`src/rtl/tw_rom_seq_ctrl.sv`:
```
// Sequencer for the radix-16 twiddle ROM: optional stage-0 reload burst, then gapped stage windows.
// Define TW_ROM_CTRL_RELOAD_EN to build the host COLLECT/BURST reload path.
module tw_rom_seq_ctrl #(
    parameter int unsigned SC_WIDTH  = 3,
    parameter int unsigned S_WIDTH   = 4,
    parameter int unsigned DW        = 64,
    parameter int unsigned ENTRIES   = 4,
    parameter int unsigned STAGE_NUM = 3,
    parameter int unsigned STAGE_LEN = 256,
    parameter int unsigned GAP       = 2
) (
    input  logic                CLK,
    input  logic                rst,
    input  logic                start,
    input  logic                abort,
    input  logic                tf_valid,
    input  logic [DW-1:0]       tf_data,
    output logic                tf_ready,
    output logic [SC_WIDTH-1:0] stage_counter,
    output logic                CEN,
    output logic [S_WIDTH-1:0]  state,
    output logic [1:0]          ROM4_w,
    output logic [DW-1:0]       horizontal_tf_out,
    output logic                busy,
    output logic                done
);
    // Enumerator values double as the ROM state encoding.
    typedef enum logic [2:0] {
        StIdle    = 3'd0,
        StCollect = 3'd1,
        StBurst   = 3'd2,
        StRun     = 3'd4,
        StGap     = 3'd5,
        StDone    = 3'd7
    } st_e;

    localparam int unsigned PW = $clog2(STAGE_LEN + GAP + 1);

    st_e                 st_q, st_d;
    logic [PW-1:0]       pcnt_q, pcnt_d;
    logic [SC_WIDTH-1:0] sc_q, sc_d;
    logic                cen_q, busy_q, done_q;

`ifdef TW_ROM_CTRL_RELOAD_EN
    localparam int unsigned NW = 2 * ENTRIES;
    localparam int unsigned WW = (NW > 1) ? $clog2(NW) : 1;

    logic [WW-1:0] wcnt_q, wcnt_d;
    logic [DW-1:0] buf_q [NW];
    logic          ready_q;
    logic [1:0]    w_q;
    logic [DW-1:0] hout_q;
    logic          accept;

    assign accept = (st_q == StCollect) && tf_valid;
`endif

    always_comb begin
        st_d   = st_q;
        pcnt_d = pcnt_q;
        sc_d   = sc_q;
`ifdef TW_ROM_CTRL_RELOAD_EN
        wcnt_d = wcnt_q;
`endif
        if (abort && (st_q != StIdle)) begin
            st_d   = StIdle;
            pcnt_d = '0;
            sc_d   = '0;
`ifdef TW_ROM_CTRL_RELOAD_EN
            wcnt_d = '0;
`endif
        end else begin
            unique case (st_q)
                StIdle: begin
                    if (start) begin
`ifdef TW_ROM_CTRL_RELOAD_EN
                        st_d   = StCollect;
                        wcnt_d = '0;
`else
                        st_d   = StRun;
                        pcnt_d = '0;
                        sc_d   = '0;
`endif
                    end
                end
`ifdef TW_ROM_CTRL_RELOAD_EN
                StCollect: begin
                    if (accept) begin
                        if (wcnt_q == WW'(NW - 1)) begin
                            st_d   = StBurst;
                            wcnt_d = '0;
                        end else begin
                            wcnt_d = wcnt_q + 1'b1;
                        end
                    end
                end
                StBurst: begin
                    if (wcnt_q == WW'(NW - 1)) begin
                        st_d   = StRun;
                        wcnt_d = '0;
                        pcnt_d = '0;
                        sc_d   = '0;
                    end else begin
                        wcnt_d = wcnt_q + 1'b1;
                    end
                end
`endif
                StRun: begin
                    if (pcnt_q == PW'(STAGE_LEN - 1)) begin
                        pcnt_d = '0;
                        if (sc_q == SC_WIDTH'(STAGE_NUM - 1)) begin
                            st_d = StDone;
                        end else begin
                            st_d = StGap;
                            sc_d = sc_q + 1'b1;
                        end
                    end else begin
                        pcnt_d = pcnt_q + 1'b1;
                    end
                end
                StGap: begin
                    if (pcnt_q == PW'(GAP - 1)) begin
                        st_d   = StRun;
                        pcnt_d = '0;
                    end else begin
                        pcnt_d = pcnt_q + 1'b1;
                    end
                end
                StDone: begin
                    st_d = StIdle;
                    sc_d = '0;
                end
                default: st_d = StIdle;
            endcase
        end
    end

    // Outputs are registered from the next state so they line up with st_q.
    always_ff @(posedge CLK) begin
        if (rst) begin
            st_q   <= StIdle;
            pcnt_q <= '0;
            sc_q   <= '0;
            cen_q  <= 1'b1;
            busy_q <= 1'b0;
            done_q <= 1'b0;
        end else begin
            st_q   <= st_d;
            pcnt_q <= pcnt_d;
            sc_q   <= sc_d;
            cen_q  <= (st_d != StRun);
            busy_q <= (st_d != StIdle);
            done_q <= (st_d == StDone);
        end
    end

`ifdef TW_ROM_CTRL_RELOAD_EN
    always_ff @(posedge CLK) begin
        if (rst) begin
            wcnt_q  <= '0;
            ready_q <= 1'b0;
            w_q     <= 2'd0;
            hout_q  <= '0;
            for (int i = 0; i < NW; i++) buf_q[i] <= '0;
        end else begin
            wcnt_q  <= wcnt_d;
            ready_q <= (st_d == StCollect);
            w_q     <= (st_d != StBurst) ? 2'd0 : (wcnt_d < WW'(ENTRIES)) ? 2'd1 : 2'd2;
            hout_q  <= (st_d == StBurst) ? buf_q[wcnt_d] : '0;
            if (accept && !abort) buf_q[wcnt_q] <= tf_data;
        end
    end

    assign tf_ready          = ready_q;
    assign ROM4_w            = w_q;
    assign horizontal_tf_out = hout_q;
`else
    logic unused_host;
    assign unused_host       = ^{tf_valid, tf_data};
    assign tf_ready          = 1'b0;
    assign ROM4_w            = 2'd0;
    assign horizontal_tf_out = '0;
`endif

    assign stage_counter = sc_q;
    assign CEN           = cen_q;
    assign state         = S_WIDTH'(st_q);
    assign busy          = busy_q;
    assign done          = done_q;

endmodule

```
`config.mk`:
```
export PLATFORM = sky130hd
export DESIGN_NAME = tw_rom_seq_ctrl
export DESIGN_NICKNAME = d
export VERILOG_FILES = /design/src/rtl/tw_rom_seq_ctrl.sv
export SDC_FILE = /design/constraint.sdc
export NUM_CORES = 1
export LEC_CHECK = 0
export BUFFER_PORTS_ARGS = -buffer_cell sky130_fd_sc_hd__buf_2
export CORE_ASPECT_RATIO = 0.5
export CORE_MARGIN = 5
export CORE_UTILIZATION = 33
export CTS_CLUSTER_DIAMETER = 120
export DETAILED_ROUTE_END_ITERATION = 7
export PLACE_DENSITY_LB_ADDON = 0.3
export RECOVER_POWER = 25
export SKIP_LAST_GASP = 1
export SYNTH_ARGS = -nofsm -noshare
export SYNTH_HDL_FRONTEND = slang
export SYNTH_SLANG_ARGS = --single-unit
export TNS_END_PERCENT = 50
```
`constraint.sdc`:
```
create_clock -name CLK -period 2.35 [get_ports CLK]
set_clock_uncertainty 0.2 [all_clocks]
set_input_delay 0.1175 -clock CLK [delete_from_list [all_inputs] [get_ports CLK]]
set_output_delay 0.1175 -clock CLK [all_outputs]
set_load 0.02 [all_outputs]
```
---- Yosys cells after proc, flatten, opt, wreduce, memory -nomap -nowiden ----
Index checks and enable logic that the tools add are counted.
Widths: inputs -> output; s select.
storage, ports and cells
  bits in registers ....................... 18
  input bits .............................. 69
  logic and storage cells ................. 42
cells by class
  $add $sub $neg .......................... 2
  equal/unequal tests ..................... 11
  muxes and demuxes ....................... 14
  reduce and logical (&&, ||, !) cells .... 9
operator list
  cell                 number
  $mux 9               3
  $pmux 9 s3           1
  $mux 3               7
  $pmux 3 s3           2
  $eq 3x3->1 const B   4
  $reduce_bool 3->1    4
  $add 9x1->9 const B  1
  $eq 9x1->1 const B   1
  $eq 9x8->1 const B   1
  $ne 2x2->1 const B   3
  $reduce_and 4->1     1
  $add 3x1->3 const B  1
  $eq 3x2->1 const B   1
  $logic_not 3->1      1
  $ne 3x3->1 const B   1
  $mux 2               1
  $reduce_and 2->1     1
  $reduce_or 2->1      1
  $logic_and 1x1->1    1

---- Depth between registers and ports, before layout ----
  word-level depth ........................ 6
  depth in mapped cells ................... 11
  mapped depth without buffers ............ 10

---- Worst setup path after synthesis ----
OpenSTA, ideal clock, no wires.
  path type ............................... register -> register
  from .................................... register pcnt_q[0]
  to ...................................... register sc_q[2], in the netlist stage_counter[2]
  setup time .............................. 0.070 ns
  arrival ................................. 2.001 ns
  data required time ...................... 2.080 ns
  slack ................................... 0.079 ns
  stages on the path, launching flop included .. 10
  period minus slack after synthesis ...... 2.271 ns
  path through ............................ dfxtp_1 ha_1 and3_1 and3_1 and3_1 ha_1 o21ai_0 o21a_1 or3_1 a21oi_1
between the ends
  word-level cells in the longest chain between the ends .. 3
RTL lines
  element                     RTL line  source
  start, declared             40        logic [PW-1:0] pcnt_q, pcnt_d;
  start signal, assigned      149       pcnt_q <= pcnt_d;
  $eq 9x8->1                  109       if (pcnt_q == PW'(STAGE_LEN - 1)) begin
  $ne 2x2->1 (no line)        n/a
  $reduce_and 4->1 (no line)  n/a
  end signal, assigned        143       sc_q <= '0;
  end signal, assigned        150       sc_q <= sc_d;
  end, declared               41        logic [SC_WIDTH-1:0] sc_q, sc_d;
No other way between the ends.
A chain may end at the register's enable or synchronous reset.

---- Worst setup path after layout ----
  from .................................... register pcnt_q[0]
  to ...................................... register pcnt_q[5]
between the ends
  word-level cells in the longest chain between the ends .. 3
  elaborated cells on any way between the ends .. 6
  classes of those cells .................. 1 x add/sub; 2 x eq/ne; 3 x mux
RTL lines
  element                                    RTL line  source
  $add 9x1->9, or another cell as far along  118, 126
  $mux 9, on equally long branches           122, 109
  $pmux 9 s3 (*)                             73        unique case (st_q)
Every way passes the cells marked *; elsewhere a longest branch is shown, timed or not.

==> impl_results.html <==
<table>
<tr><th>Metric</th><th>Value</th></tr>
<tr><th colspan="2">Final layout</th></tr>
<tr><td>Final instance area</td><td>between 1500 and 2000 sq um</td></tr>
<tr><td>Top library cells by usage in the layout, fill and taps aside</td><td>68 x sky130_fd_sc_hd__conb_1, 16 x sky130_fd_sc_hd__dfxtp_1, 15 x sky130_fd_sc_hd__nor2_1, 14 x sky130_fd_sc_hd__buf_4, 12 x sky130_fd_sc_hd__nand2_1</td></tr>
<tr><td>Count of inserted antenna diode cells</td><td>0</td></tr>
<tr><td>Total number of nets in the final design</td><td>290</td></tr>
<tr><td>Share of post-route cells with drive strength above 1</td><td>0.168</td></tr>
<tr><td>Final core occ</td><td>0.355</td></tr>
<tr><td>Most common cell after layout, fill and taps aside</td><td>sky130_fd_sc_hd__conb_1</td></tr>
<tr><td>Area added between synthesis and finish</td><td>5.18%</td></tr>
<tr><td>Count of filler cells inserted in the layout</td><td>roughly 480</td></tr>
<tr><td>Cell Count, Final, Fillers Out</td><td>between 200 and 300</td></tr>
<tr><th colspan="2">Clock tree</th></tr>
<tr><td>Bufs on Longest Clock Path</td><td>2</td></tr>
<tr><td>Clock root buffer</td><td>sky130_fd_sc_hd__clkbuf_8</td></tr>
<tr><td>Clock tree from TritonCTS</td><td>built</td></tr>
<tr><td>Clock slew at reported path FFs</td><td>roughly 0.070 ns</td></tr>
<tr><td>Clock latency of the later-clocked register in the worst-skew pair</td><td>0.25 ns</td></tr>
<tr><td>Clock buffer count from CTS</td><td>3</td></tr>
<tr><td>CTS H-tree lvls</td><td>1</td></tr>
<tr><td>Number of clock sinks</td><td>18</td></tr>
<tr><th colspan="2">Global routing</th></tr>
<tr><td>Congestion Overflow GR</td><td>0</td></tr>
<tr><td>Largest net degree at the start of global routing</td><td>14</td></tr>
<tr><td>Wire length of the first global-routing pass</td><td>a little over 4000 um</td></tr>
<tr><td>Via count of the first global-routing pass</td><td>~980</td></tr>
<tr><td>Initial antenna violation count</td><td>0</td></tr>
<tr><td>Overall track demand over capacity in global routing</td><td>0.0832</td></tr>
<tr><th colspan="2">Setup path</th></tr>
<tr><td>Category of cells accounting for the largest share of critical-path delay</td><td>simple AND/OR/NAND/NOR gates</td></tr>
<tr><td>Critical Path Sink Type</td><td>register</td></tr>
<tr><td>RR Startpoint</td><td>pcnt_q[0]</td></tr>
<tr><td>First element of the critical path</td><td>pcnt_q[0]</td></tr>
<tr><td>Crit-path cells</td><td>ha_4 -&gt; and3_4 -&gt; and3_1 -&gt; and3_4 -&gt; ha_4 -&gt; inv_1 -&gt; o21ai_2 -&gt; a21oi_2 -&gt; buf_4 -&gt; a221oi_2 -&gt; nor2_1</td></tr>
<tr><td>Largest driver fanout on the critical path</td><td>4</td></tr>
<tr><td>Delay of the slowest cell on the worst path</td><td>0.35 ns</td></tr>
<tr><td>Worst path arrival time</td><td>around 2.2 ns</td></tr>
<tr><td>Data required time at the worst endpoint</td><td>about 2.3 ns</td></tr>
<tr><td>Total buffers and inverters traversed by the critical path</td><td>2</td></tr>
<tr><td>Crit Path Class</td><td>reg2reg</td></tr>
<tr><td>Worst-path cell with the longest stage delay</td><td>sky130_fd_sc_hd__dfxtp_2</td></tr>
<tr><td>Startpoint Class</td><td>register</td></tr>
<tr><th colspan="2">Timing</th></tr>
<tr><td>Number of setup violations in the final report</td><td>0</td></tr>
<tr><td>TNS Setup</td><td>0 ns</td></tr>
<tr><td>Worst Slack Setup Final</td><td>between 0.1 and 0.15 ns</td></tr>
<tr><td>Final period util</td><td>0.956</td></tr>
<tr><td>Final count of pins violating max slew</td><td>0</td></tr>
<tr><td>Peak Freq</td><td>roughly 450 MHz</td></tr>
<tr><td>Max_slew headroom</td><td>0.637</td></tr>
<tr><td>Slew at the pin with the worst max-slew slack</td><td>0.544 ns</td></tr>
<tr><td>Minimum hold slack</td><td>approximately 0.21 ns</td></tr>
<tr><td>Number of endpoints with negative hold slack in the final report</td><td>0</td></tr>
<tr><td>Final Critical Period</td><td>about 2.2 ns</td></tr>
<tr><th colspan="2">Place</th></tr>
<tr><td>Count of buffers inserted at the top-level ports</td><td>12</td></tr>
<tr><td>Area of placed instances</td><td>around 1400 sq um</td></tr>
<tr><td>Final weighted congestion in routability-driven placement</td><td>roughly 0.73</td></tr>
<tr><td>Final HPWL from detailed placement</td><td>approximately 2000 um</td></tr>
<tr><td>Worst setup slack after placement</td><td>~0.035 ns</td></tr>
<tr><td>Placed insts</td><td>about 260</td></tr>
<tr><th colspan="2">Pwr</th></tr>
<tr><td>Clk pwr share</td><td>0.338</td></tr>
<tr><td>Fraction of power spent switching nets</td><td>0.342</td></tr>
<tr><td>Worst ir drop on vdd</td><td>just under 0.2 mV</td></tr>
<tr><td>Sequential group share of total power</td><td>0.424</td></tr>
<tr><td>Design Power</td><td>around 0.75 mW</td></tr>
<tr><td>Power Dens Cells</td><td>slightly below 500 nW/um^2</td></tr>
<tr><td>Internal Dissipation</td><td>0.496 mW</td></tr>
<tr><td>Part of the total power dissipated in combinational logic</td><td>0.238</td></tr>
<tr><td>Leak pwr</td><td>just over 0.7 nW</td></tr>
<tr><td>Total net switching power</td><td>about 0.26 mW</td></tr>
<tr><th colspan="2">Floorplanning</th></tr>
<tr><td>Die outline height</td><td>~57 um</td></tr>
<tr><td>Initial core utilization</td><td>0.338</td></tr>
<tr><td>Rows</td><td>17</td></tr>
<tr><td>Std-Cell Core Area</td><td>between 4000 and 5000 sq um</td></tr>
<tr><td>Die width</td><td>104 um</td></tr>
<tr><td>Die area</td><td>around 6000 sq um</td></tr>
<tr><td>Number of top-level pins</td><td>between 100 and 150</td></tr>
<tr><th colspan="2">Run</th></tr>
<tr><td>Max capacitance violation total</td><td>0</td></tr>
<tr><th colspan="2">Yosys</th></tr>
<tr><td>Library cell occupying the most area in the post-synthesis netlist</td><td>sky130_fd_sc_hd__buf_4</td></tr>
<tr><td>Number of distinct library cell variants in the gate-level netlist after synthesis</td><td>35</td></tr>
<tr><td>Synth Warn #</td><td>0</td></tr>
<tr><td>Share of synthesized area occupied by flip-flops and latches</td><td>0.245</td></tr>
<tr><td>Post-synthesis register bit count</td><td>18</td></tr>
<tr><td>Biggest area contributors in the synthesized netlist</td><td>sky130_fd_sc_hd__buf_4 35%, sky130_fd_sc_hd__dfxtp_1 24%, sky130_fd_sc_hd__ha_1 5.1%</td></tr>
<tr><td>Cells after Synth</td><td>between 150 and 200</td></tr>
<tr><td>Average cell area after synthesis</td><td>~7.9 sq um</td></tr>
<tr><td>Share of the synthesized area in the top cell type</td><td>0.352</td></tr>
<tr><td>Synthesized cell area</td><td>~1500 sq um</td></tr>
<tr><th colspan="2">Run status</th></tr>
<tr><td>Status</td><td>finished, final reports clean</td></tr>
<tr><th colspan="2">Drt</th></tr>
<tr><td>Total number of vias</td><td>about 1,100</td></tr>
<tr><td>ANT nets after route</td><td>0</td></tr>
<tr><td>Detailed Route Iter0 Violations</td><td>36</td></tr>
<tr><td>Routed via count divided by cell count</td><td>3.99</td></tr>
<tr><td># DRC</td><td>0</td></tr>
<tr><td>Average routed wire per standard cell</td><td>~9.8 um</td></tr>
<tr><td>Post-detailed-routing wire length</td><td>~2600 um</td></tr>
<tr><td>Length of the first detailed-routing pass in iterations</td><td>5</td></tr>
<tr><th colspan="2">Hold path</th></tr>
<tr><td>Startpoint of the tightest hold check path</td><td>start</td></tr>
<tr><td>Class of the worst hold path</td><td>in2reg</td></tr>
</table>
-- sequential cells by signal (all words and copies together) (netlist names) --
register / flops
pcnt_q: 9
st_q: 3
stage_counter: 3
CEN: 1
busy: 1
done: 1
-- synthesized netlist by cell type (all sizes together) --
cell type / instances
buf: 70
dfxtp: 18
nor2: 15
nand2: 12
inv: 8
nand3: 8
ha: 6
a21oi: 5
a31oi: 5
o21ai: 5
and3: 4
and4b: 3
nand3b: 3
nor3b: 3
clkbuf: 2
nand2b: 2
nor2b: 2
or3: 2
a211oi: 1
a221oi: 1
a22oi: 1
and2: 1
and2b: 1
conb: 1
mux2i: 1
nor3: 1
nor4: 1
o21a: 1
o21bai: 1
o31ai: 1
xnor2: 1
-- power groups by stage --
stage	clock (mW)	combinational [mW]	sequential (mW)
after floorplan	0	0.223	0.334
after global placement	0	0.168	0.325
after detailed placement	0	0.168	0.325
after CTS	0.264	0.172	0.318
after global routing	0.276	0.194	0.321
final	0.255	0.180	0.320
-- timing repair --
action | 4_1_cts | 5_1_grt
setup endpoints to repair | 1 | 10
hold buffers | 3 | 0
hold endpoints to repair | 2 | 0
setup buffers | 0 | 3
pin swaps | 0 | 4
gates resized for setup | 1 | 10
-- path summary, 6_finish.rpt --
check,endpoint,slack [ns],depth (start not counted)
worst min-delay path,stage_counter[1],0.21,5
worst max register to register,pcnt_q[5],0.10,11
worst min register to register,pcnt_q[8],0.31,2
worst max-delay path,pcnt_q[5],0.10,11
-- layout make-up --
cell class	instances	area, sq um	area share
clock buffers	4	55.1	0.0355
inverters	8	30.0	0.0194
multi-input cells	155	842	0.544
flip-flops and latches	18	363	0.234
well taps	57	71.3	0.0460
repair buffers	29	188	0.121
-- layer usage --
| metal | share of wire | GRT usage | routed length, um |
|---|---|---|---|
| met5 | 0 | 0 | 0 |
| met3 | 0.12 | 0.0362 | 329 |
| met2 | 0.42 | 0.128 | 1120 |
| met4 | 0.012 | 0.0332 | 32 |
| met1 | 0.44 | 0.103 | 1160 |
-- worst min-delay path: cells and delay by family --
kind | cells | cell delay (ns)
buf+inv | 1 | 0.07
compound gates | 3 | 0.26
simple gates | 1 | 0.17
-- cell families after synthesis --
| group | after synthesis | synth area share |
|---|---|---|
| compound gates | 21 | 0.0952 |
| xor+xnor | 1 | 0.00595 |
| fa+ha+maj | 6 | 0.0510 |
| buf+inv | 80 | 0.385 |
| flops | 18 | 0.245 |
| mux | 1 | 0.00680 |
| other cells | 1 | 0.00255 |
| simple gates | 58 | 0.209 |
Power figures use the tool's default switching activity.
